**src/rtl/alu_op_sequencer.sv**
```systemverilog
// Command sequencer feeding the BreadBoard ALU: queues commands, holds ALU inputs
// for a settle window, captures OUT/ERR, and hands results out in command order.
module alu_op_sequencer #(
    parameter int DEPTH  = 4,
    parameter int SETTLE = 2
) (
    input  logic        clk_i,
    input  logic        rst_i,
    input  logic        cmd_valid_i,
    output logic        cmd_ready_o,
    input  logic [3:0]  cmd_op_i,
    input  logic [15:0] cmd_a_i,
    input  logic [15:0] cmd_b_i,
    input  logic        cmd_use_acc_i,
    output logic [15:0] alu_in1_o,
    output logic [15:0] alu_in2_o,
    output logic [3:0]  alu_op_o,
    input  logic [31:0] alu_out_i,
    input  logic [1:0]  alu_err_i,
    output logic        res_valid_o,
    input  logic        res_ready_i,
    output logic [31:0] res_data_o,
    output logic [1:0]  res_err_o,
    output logic [31:0] acc_o,
    output logic        busy_o
);

    localparam int AW = $clog2(DEPTH);
    localparam int CW = $clog2(SETTLE + 1);

    typedef struct packed {
        logic [3:0]  op;
        logic [15:0] a;
        logic [15:0] b;
        logic        use_acc;
    } cmd_t;

    typedef enum logic [1:0] {
        ST_IDLE,
        ST_SETTLE,
        ST_DONE
    } state_t;

    cmd_t          fifo_mem [DEPTH];
    logic [AW-1:0] wr_ptr_q, wr_ptr_d;
    logic [AW-1:0] rd_ptr_q, rd_ptr_d;
    logic [AW:0]   count_q, count_d;

    state_t        state_q, state_d;
    logic [CW-1:0] cnt_q, cnt_d;
    logic [15:0]   in1_q, in1_d;
    logic [15:0]   in2_q, in2_d;
    logic [3:0]    op_q, op_d;
    logic [31:0]   res_data_q, res_data_d;
    logic [1:0]    res_err_q, res_err_d;
    logic [31:0]   acc_q, acc_d;

    logic          full;
    logic          push;
    logic          pop;
    cmd_t          head;
    cmd_t          cmd_in;
    logic [15:0]   opa;
    logic [1:0]    err_masked;

    assign full        = (count_q == (AW+1)'(DEPTH));
    assign cmd_ready_o = ~full & ~rst_i;
    assign push        = cmd_valid_i & cmd_ready_o;
    assign pop         = (state_q == ST_IDLE) && (count_q != '0);
    assign head        = fifo_mem[rd_ptr_q];
    assign cmd_in      = '{op: cmd_op_i, a: cmd_a_i, b: cmd_b_i, use_acc: cmd_use_acc_i};
    // Operand A comes from the accumulator as it stands at pop time.
    assign opa         = head.use_acc ? acc_q[15:0] : head.a;

    // Only flags meaningful for the issued op survive: overflow for add/sub,
    // divide-by-zero for div/mod.
    assign err_masked[0] = alu_err_i[0] & ((op_q == 4'd2) || (op_q == 4'd3));
    assign err_masked[1] = alu_err_i[1] & ((op_q == 4'd5) || (op_q == 4'd6));

    always_comb begin
        wr_ptr_d = push ? wr_ptr_q + 1'b1 : wr_ptr_q;
        rd_ptr_d = pop  ? rd_ptr_q + 1'b1 : rd_ptr_q;
        count_d  = count_q;
        case ({push, pop})
            2'b10:   count_d = count_q + 1'b1;
            2'b01:   count_d = count_q - 1'b1;
            default: count_d = count_q;
        endcase
    end

    always_comb begin
        state_d    = state_q;
        cnt_d      = cnt_q;
        in1_d      = in1_q;
        in2_d      = in2_q;
        op_d       = op_q;
        res_data_d = res_data_q;
        res_err_d  = res_err_q;
        acc_d      = acc_q;
        case (state_q)
            ST_IDLE: begin
                if (pop) begin
                    case (head.op)
                        4'd2, 4'd3, 4'd4, 4'd5, 4'd6: begin
                            in1_d   = opa;
                            in2_d   = head.b;
                            op_d    = head.op;
                            cnt_d   = CW'(SETTLE);
                            state_d = ST_SETTLE;
                        end
                        4'd0: begin
                            acc_d      = '0;
                            res_data_d = '0;
                            res_err_d  = 2'b00;
                            state_d    = ST_DONE;
                        end
                        4'd1: begin
                            acc_d      = {16'b0, opa};
                            res_data_d = {16'b0, opa};
                            res_err_d  = 2'b00;
                            state_d    = ST_DONE;
                        end
                        default: begin
                            res_data_d = '0;
                            res_err_d  = 2'b11;
                            state_d    = ST_DONE;
                        end
                    endcase
                end
            end
            ST_SETTLE: begin
                cnt_d = cnt_q - 1'b1;
                if (cnt_q == CW'(1)) begin
                    res_data_d = alu_out_i;
                    res_err_d  = err_masked;
                    if (err_masked == 2'b00) begin
                        acc_d = alu_out_i;
                    end
                    state_d = ST_DONE;
                end
            end
            ST_DONE: begin
                if (res_ready_i) begin
                    state_d = ST_IDLE;
                end
            end
            default: state_d = ST_IDLE;
        endcase
    end

    always_ff @(posedge clk_i) begin
        if (rst_i) begin
            wr_ptr_q   <= '0;
            rd_ptr_q   <= '0;
            count_q    <= '0;
            state_q    <= ST_IDLE;
            cnt_q      <= '0;
            in1_q      <= '0;
            in2_q      <= '0;
            op_q       <= '0;
            res_data_q <= '0;
            res_err_q  <= '0;
            acc_q      <= '0;
        end else begin
            wr_ptr_q   <= wr_ptr_d;
            rd_ptr_q   <= rd_ptr_d;
            count_q    <= count_d;
            state_q    <= state_d;
            cnt_q      <= cnt_d;
            in1_q      <= in1_d;
            in2_q      <= in2_d;
            op_q       <= op_d;
            res_data_q <= res_data_d;
            res_err_q  <= res_err_d;
            acc_q      <= acc_d;
        end
    end

    // Storage needs no reset; the pointers and count define what is valid.
    always_ff @(posedge clk_i) begin
        if (push) begin
            fifo_mem[wr_ptr_q] <= cmd_in;
        end
    end

    assign alu_in1_o   = in1_q;
    assign alu_in2_o   = in2_q;
    assign alu_op_o    = op_q;
    assign res_valid_o = (state_q == ST_DONE);
    assign res_data_o  = res_data_q;
    assign res_err_o   = res_err_q;
    assign acc_o       = acc_q;
    assign busy_o      = (state_q != ST_IDLE) || (count_q != '0);

endmodule

```
**config.mk**
```make
export PLATFORM = sky130hd
export DESIGN_NAME = alu_op_sequencer
export DESIGN_NICKNAME = d
export VERILOG_FILES = /design/src/rtl/alu_op_sequencer.sv
export SDC_FILE = /design/constraint.sdc
export NUM_CORES = 1
export LEC_CHECK = 0
export CORE_MARGIN = 5
export CORE_UTILIZATION = 35
export CTS_CLUSTER_DIAMETER = 100
export DETAILED_ROUTE_END_ITERATION = 8
export SETUP_SLACK_MARGIN = 0.05
export SYNTH_ARGS = -nofsm -noshare
export SYNTH_HDL_FRONTEND = slang
export SYNTH_SLANG_ARGS = --single-unit
```
**constraint.sdc**
```tcl
create_clock -name clk_i -period 3.2 [get_ports clk_i]
set_input_delay 0.64 -clock clk_i [delete_from_list [all_inputs] [get_ports clk_i]]
set_output_delay 0.64 -clock clk_i [all_outputs]
set_load 0.05 [all_outputs]
```
# Word level (Yosys, flattened, before mapping)
# Memory sizes are Yosys's and may differ from the RTL's. A register that Yosys moved wholly into a read port is not among the register bits.
# Cells that the tools add are included.
# word_totals
ff_bits,113
mem_bits_rw,148
inputBits,75
out_inout_bits,105
wordCells,91
n_memories,1
# op_classes
n_addsub,5
eq_ne,23
mux,27
bitwise,6
n_reduce_logical,18
# mem_list
name,words,word_bits,rd,rd_ports_with_merged_regs,write_ports,line_no,rtl
fifo_mem,4,37,1,1,1,44,cmd_t fifo_mem [DEPTH];
# op_table
operator,count
case mux 32 bit (2 select lines),4
two-way mux 32 bit,5
"== test 4 x 3 -> 1 bit, second input constant",5
two-way mux 2 bit,10
"== test 4 x 2 -> 1 bit, second input constant",4
two-way mux 16 bit,1
case mux 2 bit (2 select lines),3
AND reduction 3 bit,3
"inequality test 2 bit, second input constant",4
"== test 2 x 1 -> 1 bit, second input constant",3
case mux 2 bit (3 select lines),1
case mux 3 bit (2 select lines),1
nonzero test 2 bit,3
AND reduction 5 bit,1
OR reduction 5 bit,1
"adder 2 x 1 -> 2 bit, second input constant",2
AND 1 bit,4
"== test 2 bit, second input constant",2
"== test 4 x 1 -> 1 bit, second input constant",1
logical NOT 2 bit,2
logical NOT 4 bit,1
"inequality test 2 x 1 -> 1 bit, second input constant",2
AND reduction 4 bit,1
"adder 3 x 1 -> 3 bit, second input constant",1
10 further kinds,14

# Depth between registers and ports, before layout
# Gate-level depths: netlist of the first run.
# depth
word_depth,7
ltp_mapped,10
mapped_depth_nobuf,10

# Worst setup path after synthesis of the first run
# Ideal clock, no wire load.
# synth_path
path_kind,input-to-reg
from,in rst_i
to,mem fifo_mem[0][0] (netlist bit) (enable)
setup_time_ns,0.398
arrival_time_ns,2.821
required_ns,2.802
setup_slack_ns,-0.019
path_stages,3
n_path_buf,1
path_cell_list,clkbuf_1 > a31oi_1 > and3_1
# synth_via
elab_chain_cells,5
# synth_rtl
item,line_no,rtl
"start, declared",8,"input logic rst_i,"
inverter 1 bit,67,assign cmd_ready_o = ~full & ~rst_i;
AND 1 bit,67,
via cmd_ready_o,10,"output logic cmd_ready_o,"
AND 1 bit,68,assign push = cmd_valid_i & cmd_ready_o;
two-way mux 1 bit,181,if (push) begin
two-way mux 1 bit (implied by the code),182,fifo_mem[wr_ptr_q] <= cmd_in;
"end, declared",44,
# The timed path passes the listed nets, and every way through them passes these cells.

# Worst setup path after layout of the first run
# layout_path
from,reg state_q[1]
to,out busy_o
# layout_via
elab_chain_cells,2
# layout_rtl
item,line_no,rtl
"start, declared",49,"state_t state_q, state_d;"
"start signal, assigned",168,state_q <= state_d;
nonzero test 2 bit,193,assign busy_o = (state_q != ST_IDLE) || (count_q != '0);
logical OR 1 bit,193,
"end, declared",25,output logic busy_o
# Every way passes these cells.

==> results of run 1 <==
[state kept, by name, indices dropped and copies added, names as in the netlist, named ones only]
register	count
fifo_mem	148
acc_o	32
res_data_o	32
alu_in1_o	16
alu_in2_o	16
alu_op_o	4
count_q	3
cnt_q	2
rd_ptr_q	2
res_err_o	2
state_q	2
wr_ptr_q	2
[Yosys cell counts, drive strengths merged]
library cell	n	area, sq um
edfxtp	148	4444
dfxtp	115	2302
a21oi	71	359.1
nor2	67	334.1
nand2	58	217.7
mux4	37	840.8
a211oi	36	282.8
buf	28	192.7
clkbuf	26	97.59
nor3	22	110.1
mux2	17	191.4
nand3	17	85.08
nand4	17	106.4
o21ai	17	85.08
a22oi	16	120.1
inv	8	30.03
ha	6	75.07
and3	5	36.28
or3	4	30.03
xor2	4	35.03
nand2b	3	18.77
nor2b	3	18.77
nor4	3	33.78
o31ai	2	28.78
or4	2	15.01
xnor2	2	17.52
a211o	1	8.760
a31oi	1	6.260
and2	1	6.260
and4	1	8.760
fa	1	20.02
mux2i	1	10.01
nor3b	1	7.510
o21a	1	7.510
o31a	1	8.760
[layout make-up]
| class | instances | area [sq um] |
|---|---|---|
| fillers | 2617 | 15290 |
| flip-flops and latches | 263 | 6749 |
| multi-input cells | 418 | 3146 |
| clock buffers | 39 | 874.6 |
| repair buffers | 202 | 1959 |
| well taps | 384 | 480.5 |
| inverters | 8 | 30.03 |
| clock inverters | 13 | 176.4 |
[routing by layer]
metal	GRT usage, %	part of all wire (%)
met3	3.936	6.8
met2	23.72	45
met5	0	0.19
met1	20.91	46
met4	3.358	2.2
[stage by stage]
| step | util, % | total power, W | instances | worst slack (ps) | cell area (sq um) |
|---|---|---|---|---|---|
| 3_3_place_gp | 43.06 | 0.009380 | 1275 | 488.3 | 12360 |
| 4_1_cts | 46.72 | 0.01296 | 1327 | 150.6 | 13410 |
| 6_report | 46.74 | 0.01279 | 1327 | 403.1 | 13420 |
| 2_1_floorplan | - | 0.007939 | 743 | 126.6 | 10200 |
| 3_5_place_dp | 43.06 | 0.009409 | 1275 | 422.0 | 12360 |
| 5_1_grt | 46.74 | 0.01347 | 1327 | 270.4 | 13420 |
[path summary, 6_finish.rpt]
kind                                     start              to  slack, ps  depth (start not counted)
worst max-delay path                state_q[1]          busy_o        400                          3
worst min-delay path            res_data_o[17]  res_data_o[17]        450                          2
worst max register to register       flip-flop   alu_in1_o[10]        420                          7
worst min register to register  res_data_o[17]  res_data_o[17]        450                          2
[critical path, stage by stage, from the launching register on]
cell and delay [ps]:
dfxtp_1 390, nor2_1 380, nand2_1 130, clkdlybuf4s50_1 720
[kinds of logic after synthesis]
logic type,after synthesis,synth area share [%]
simple gates,204,10.09
compound gates,146,8.900
mux,55,10.23
buf+inv,62,3.143
flops,263,66.19
fa+ha+maj,7,0.9330
xor+xnor,6,0.5156
[power breakdown]
| group | internal (W) | switching (W) |
|---|---|---|
| clock network | 0.00216 | 0.00134 |
| registers | 0.00406 | 0.000314 |
| logic | 0.00174 | 0.00318 |
==> run_results.csv, run 1 <==
group,metric,value,unit
run_status,status,"complete, no violations",
detailed_routing,wirelength,25290,um
critical_path,worstPathRequired,2560,ps
sta,fin_crit_sh,87.40,%
detailed_routing,wire_per_inst,19.06,um
clocking,ctsResizeCount,0,
global_routing,antenna_found_initial,3,
sta,setup_tns,0,ps
detailed_routing,drc,0,
logic_synthesis,syn_avg_cell_area,13.72,sq um
power_and_ir_drop,power_density,953.6,mW/mm^2
clocking,clk_pin_slew,60,ps
placement,port_buffers,179,
floorplan,core_area,0.02870,sq mm
critical_path,startpoint_type,"flip-flop",
job,drv_cap,0,
power_and_ir_drop,cellLeakagePower,4.325,nW
placement,gp_congestion,0.7641,
clocking,cts_buffers,28,
finish,antenna_cells,0,
logic_synthesis,synth_seq_cells,263,
clocking,hold_buffers,0,
detailed_routing,dr.pass1.iters,4,
sta,layout_min_cycle_time,2797,ps
critical_path,criticalPathCategory,"flip-flop to output pin",
floorplan,die_w,180.7,um
logic_synthesis,syn_area,0.01019,sq mm
detailed_routing,drtIter0Drc,337,
sta,max_freq,357.5,MHz
clocking,cts.sinks,263,
floorplan,rows,62,
finish,syn2layout_area_growth,31.62,%
clocking,cts_root_buffer,"clkbuf_16",
sta,worstMarginPinSlew,1021,ps
placement,dpl.hpwl,16560,um
global_routing,gr-usage-all-layers,15.00,%
logic_synthesis,synth_seq_area_share,66.19,%
sta,rsz0062_at_grt,"no",
global_routing,gr-total-overflow,0,
logic_synthesis,yosys_warnings,0,
sta,maxSlewViolCount,0,
worst_hold_path,hold_path.class,"flip-flop to flip-flop",
sta,relSlewSlack,31.96,%
finish,layout.nets,1003,
logic_synthesis,synth.distinct_cells,47,
detailed_routing,via_per_inst,4.989,
global_routing,grt_pass1_vias,6739,
clocking,worstSkewPairLatency,550,ps
clocking,cts_tree,"built",
floorplan,initial_utilization,35.51,%
sta,holdWs,454.3,ps
detailed_routing,dr_total_vias,6621,
finish,layout_commonest_cell,"clkdlybuf4s50_1",
detailed_routing,antenna_left,0,
clocking,htree_num_levels,1,
logic_synthesis,synth_nets,825,
floorplan,io_pins,180,
global_routing,grt_max_degree,88,
floorplan,die_area,0.03263,sq mm
power_and_ir_drop,vdd_ir_drop_max,0.5670,mV
sta,fin_worst_skew,25.66,ps
logic_synthesis,synth_cells,743,
clocking,cts_buffer_depth,3,
finish,drive_above_1_share,16.54,%
clocking,postCtsSetupBuffers,0,
global_routing,grt_pass1_wl,39410,um
finish,final_cell_mix,"clkdlybuf4s50_1, edfxtp_1, dfxtp_1, a21oi_1, nand2_1",
critical_path,critPathCaptureType,"output pin",
critical_path,crit_fanout,8,
sta,setup_viol,0,
critical_path,cp.arrival,2160,ps
floorplan,die_h,180.7,um
sta,hold_viol,0,
Note: power is estimated with default switching activity, not from simulation.
==> run 2, diff against run 1 <==
HOLD_SLACK_MARGIN = 0.15   (was not set)
clock period = 2.3 ns   (was 3.2 ns; I/O delays follow)
==> run_results.csv, run 2 (synthesis gave the netlist of run 1 again) <==
group,metric,value,unit
detailed_routing,wire_per_inst,19.36,um
critical_path,cp.arrival,2760,ps
sta,setup_viol,1,
finish,layout_commonest_cell,"clkdlybuf4s50_1",
placement,dp.cells,1298,
critical_path,r2r_cells,7,
placement,port_buffers,179,
detailed_routing,antenna_left,0,
clocking,worstSkewPairLatency,550,ps
sta,layout_min_cycle_time,2305,ps
sta,rsz0062_at_grt,"yes",
detailed_routing,via_per_inst,5.026,
sta,relSlewSlack,50.97,%
worst_hold_path,holdPathStages,2,
power_and_ir_drop,power_density,1346,mW/mm^2
floorplan,initial_utilization,35.51,%
sta,fin_worst_skew,12.37,ps
finish,final-seq-area,0.006751,sq mm
clocking,cts_buffers,29,
placement,dpl.hpwl,16840,um
sta,setup_slack,-4.962,ps
job,drv_cap,0,
detailed_routing,drtIter0Drc,357,
floorplan,core_area,0.02870,sq mm
clocking,cts.sinks,263,
critical_path,timing.rr.end,"acc_o[8]",
worst_hold_path,hold_start,"res_data_o[25]",
finish,layout.nets,1038,
clocking,htree_num_levels,1,
placement,dp_slack,-108.5,ps
floorplan,die_area,0.03263,sq mm
sta,worstMarginPinSlew,735.4,ps
detailed_routing,wirelength,26390,um
detailed_routing,dr_total_vias,6851,
placement,gp_congestion,0.7935,
power_and_ir_drop,cellLeakagePower,4.755,nW
global_routing,grt_pass1_wl,40500,um
critical_path,rrSetupSlack,-5,ps
critical_path,worstPathCellList,"mux4_2 > or3_4 > a211oi_4 > buf_6 > clkbuf_16 > a21oi_1 > a211oi_1",
finish,final_cell_mix,"clkdlybuf4s50_1, edfxtp_1, dfxtp_1, a21oi_1, nand2_1",
floorplan,rows,62,
finish,top_register,"fifo_mem",
run_status,status,"complete, but fails checks",
critical_path,worstPathRequired,2750,ps
finish,fillers,2530,
detailed_routing,dr.pass1.iters,5,
finish,largest_register_ffs,148,
critical_path,cp_slowest_cell,"mux4_2",
power_and_ir_drop,vdd_ir_drop_max,0.6671,mV
floorplan,die_w,180.7,um
critical_path,criticalPathCategory,"flip-flop to flip-flop",
floorplan,die_h,180.7,um
global_routing,grt_pass1_vias,6995,
finish,final_util,48.60,%
critical_path,crit_fanout,8,
floorplan,io_pins,180,
critical_path,critPathMaxStageDelay,530,ps
clocking,cts_root_buffer,"clkbuf_16",
finish,drive_above_1_share,20.63,%
worst_hold_path,hold_end,"res_data_o[25]",
clocking,clk_pin_slew,60,ps
global_routing,gr-usage-all-layers,15.37,%
clocking,cts_buffer_depth,3,
sta,max_freq,433.8,MHz
finish,multi_input_area,0.003231,sq mm
sta,fin_crit_sh,100.2,%
global_routing,gr-total-overflow,0,
finish,antenna_cells,0,
sta,maxSlewViolCount,0,
critical_path,critPathCaptureType,"flip-flop",
finish,syn2layout_area_growth,36.86,%
detailed_routing,drc,0,
finish,fin_cells,1363,
worst_hold_path,hold_path.class,"flip-flop to flip-flop",
critical_path,startpoint_type,"flip-flop",
global_routing,antenna_found_initial,4,
run_status,failed_checks,"setup timing",
global_routing,grt_max_degree,68,
clocking,cts_tree,"built",
sta,hold_viol,0,
## run 2: what timing repair did
item                       CTS  global route
gates resized for setup     33            29
gates cloned                 2             3
setup endpoints to repair   86            94
hold buffers                 0             0
pin swaps                   14            22
buffers inserted             3             3
## run 2: layout make-up
cell class / instances / share of cell area, %
Sequential cell: 263 / 48.40
Inverter: 8 / 0.2153
Clock buffer: 45 / 5.929
Clock inverter: 9 / 0.8342
Tap cell: 384 / 3.444
Multi-Input combinational cell: 418 / 23.16
Timing Repair Buffer: 236 / 18.02
## run 2: critical path: cells and delay by family, from the launching register on
| kind | cells | cell delay, ps |
|---|---|---|
| AOI/OAI and AO/OA | 3 | 530 |
| buffers and inverters | 2 | 310 |
| DFF | 1 | 390 |
| muxes | 1 | 530 |
| and+or+nand+nor | 1 | 450 |
## run 2: power by group
part           leakage, nW  internal, W  total [W]  switching, W
registers             2.28      0.00565    0.00608      0.000433
clock network        0.463      0.00271    0.00454       0.00182
logic                 2.01      0.00333    0.00815       0.00483
## run 2: worst max-delay path by stage
| stage | start | to | slack, ps | depth (start not counted) |
|---|---|---|---|---|
| 4_1_cts | flip-flop | acc_o[16] | 30 | 6 |
| 6_report | flip-flop | acc_o[8] | -5 | 7 |
| 2_1_floorplan | flip-flop | alu_in1_o[15] | 40 | 8 |
| 3_5_place_dp | flip-flop | acc_o[19] | -110 | 6 |
| 3_3_place_gp | flip-flop | acc_o[19] | -70 | 6 |
| 5_1_grt | flip-flop | acc_o[1] | -90 | 7 |
## run 2: routing by layer
layer | routed length, um | up-vias | part of all wire (%) | global-route usage [%]
met5 | 54 | - | 0.20 | 0
met4 | 445 | 8 | 1.7 | 2.995
met3 | 1700 | 43 | 6.4 | 3.916
met2 | 12230 | 207 | 46 | 25.07
met1 | 11960 | 3355 | 45 | 21.01
li1 | - | 3238 | - | -
## run 2: metrics by stage
step	setup TNS (ps)	power, W	area (sq um)	hold WS [ps]
after floorplan	0	0.01112	10250	440.5
after global placement	-201.3	0.01370	12730	442.7
after detailed placement	-464.9	0.01376	12730	446.2
after CTS	0	0.01860	13790	448.9
after global routing	-2194	0.01979	13950	468.3
final	-4.962	0.01877	13950	453.3
==> run 3, diff against run 2 <==
SKIP_CTS_REPAIR_TIMING = 1   (was not set)
==> run_results.csv, run 3 (synthesis gave the netlist of run 1 again) <==
group,metric,value,unit
global_routing,gr-total-overflow,0,
power_and_ir_drop,total_power,0.01892,W
clocking,worstSkewPairLatency,550,ps
finish,syn2layout_area_growth,38.83,%
worst_hold_path,holdPathStages,2,
job,drv_cap,0,
critical_path,crit_fanout,8,
power_and_ir_drop,switchingPower,0.007241,W
floorplan,core_area,0.02870,sq mm
run_status,failed_checks,"setup timing",
critical_path,worstPathRequired,2770,ps
detailed_routing,drc,0,
global_routing,gr-usage-all-layers,15.20,%
power_and_ir_drop,cellLeakagePower,4.895,nW
floorplan,die_h,180.7,um
clocking,cts_tree,"built",
floorplan,io_pins,180,
finish,antenna_cells,0,
sta,setup_viol,10,
finish,fillers,2510,
power_and_ir_drop,swShare,38.27,%
placement,gp_congestion,0.7935,
floorplan,die_area,0.03263,sq mm
sta,setup_slack,-73.36,ps
sta,fin_crit_sh,103.2,%
floorplan,die_w,180.7,um
critical_path,rrSetupSlack,-70,ps
detailed_routing,dr_total_vias,6830,
clocking,cts_root_buffer,"clkbuf_16",
clocking,htree_num_levels,1,
sta,relSlewSlack,39.14,%
critical_path,r2r_cells,7,
clocking,clk_pin_slew,60,ps
finish,layout.nets,1037,
global_routing,grt_max_degree,68,
critical_path,worst_setup_path_endpoint,"acc_o[30]",
critical_path,criticalPathCategory,"flip-flop to flip-flop",
detailed_routing,dr.pass1.iters,4,
floorplan,initial_utilization,35.51,%
power_and_ir_drop,p_int,0.01168,W
detailed_routing,wire_per_inst,19.45,um
global_routing,antenna_found_initial,4,
placement,dp_slack,-108.5,ps
power_and_ir_drop,power_frac_seq,32.2,%
power_and_ir_drop,vdd_ir_drop_max,0.9042,mV
floorplan,rows,62,
critical_path,startpoint_type,"flip-flop",
power_and_ir_drop,power_frac_clock,23.9,%
detailed_routing,antenna_left,0,
clocking,cts.sinks,263,
detailed_routing,wirelength,26490,um
finish,largest_register_ffs,148,
critical_path,critPathCaptureType,"flip-flop",
sta,layout_min_cycle_time,2373,ps
finish,layout_commonest_cell,"clkdlybuf4s50_1",
run_status,status,"complete, but fails checks",
power_and_ir_drop,p_comb_share,43.9,%
sta,hold_viol,0,
finish,drive_above_1_share,24.85,%
sta,worstMarginPinSlew,912.9,ps
detailed_routing,via_per_inst,5.015,
critical_path,timing.rr.end,"acc_o[30]",
finish,final_cell_mix,"clkdlybuf4s50_1, edfxtp_1, dfxtp_1, a21oi_1, nand2_1",
power_and_ir_drop,power_density,1337,mW/mm^2
sta,max_freq,421.3,MHz
clocking,cts_buffers,29,
finish,final_util,49.30,%
placement,dpl.hpwl,16840,um
critical_path,cp.arrival,2840,ps
detailed_routing,drtIter0Drc,353,
sta,rsz0062_at_grt,"yes",
sta,fin_worst_skew,10.53,ps
global_routing,grt_pass1_vias,6955,
finish,top_register,"fifo_mem",
sta,maxSlewViolCount,0,
worst_hold_path,hold_path.class,"flip-flop to flip-flop",
placement,port_buffers,179,
clocking,cts_buffer_depth,3,
global_routing,grt_pass1_wl,40160,um
[run 3: routing by layer]
layer	global-route usage, %	up-vias	routed length (um)
met1	20.78	3354	11990
li1	-	3237	-
met3	3.956	44	1655
met5	0	-	54
met2	24.62	187	12300
met4	3.146	8	488
[run 3: how the worst min path moves through the flow]
stage,from,endpoint,slack (ps)
after floorplan,cnt_q[1],cnt_q[1],440
after global placement,res_data_o[25],res_data_o[25],440
after detailed placement,res_data_o[19],res_data_o[19],450
after CTS,rst_i,wr_ptr_q[1],450
after global routing,res_data_o[19],res_data_o[19],470
final,res_data_o[18],res_data_o[18],450
[run 3: final cells by class]
cell class                 instances  area, sq um  share of cell area [%]
sequential                       263         6751                   47.71
multi-input combinational        418         3441                   24.32
timing repair buffer             235         2504                   17.69
clock buffer                      45        827.0                   5.845
tap                              384        480.5                   3.396
clock inverter                     9        116.4                  0.8224
inverter                           8        30.03                  0.2122
[run 3: power groups by stage]
stage	clock network, W	logic (W)	registers [W]
floorplan	0	0.00361	0.00752
global placement	0	0.00754	0.00616
detailed placement	0	0.00758	0.00618
CTS	0.00466	0.00760	0.00609
global route	0.00487	0.00891	0.00617
finish	0.00453	0.00830	0.00609
[run 3: metrics by stage]
stage | setup TNS (ps) | hold WS (ps) | std cells | cell area [sq um]
3_3_place_gp | -201.3 | 442.7 | 1298 | 12730
6_report | -143.2 | 452.5 | 1362 | 14150
2_1_floorplan | 0 | 440.5 | 743 | 10250
4_1_cts | -1200 | 448.9 | 1352 | 13670
3_5_place_dp | -464.9 | 446.2 | 1298 | 12730
5_1_grt | -4335 | 468.3 | 1362 | 14150
[run 3: critical path: stages, from the launching register on]
cell and delay [ps]:
dfxtp_4 380, mux4_2 510, or3_4 440, a211oi_4 290, buf_6 170, clkbuf_16 150
nand4_1 140, a21oi_2 190
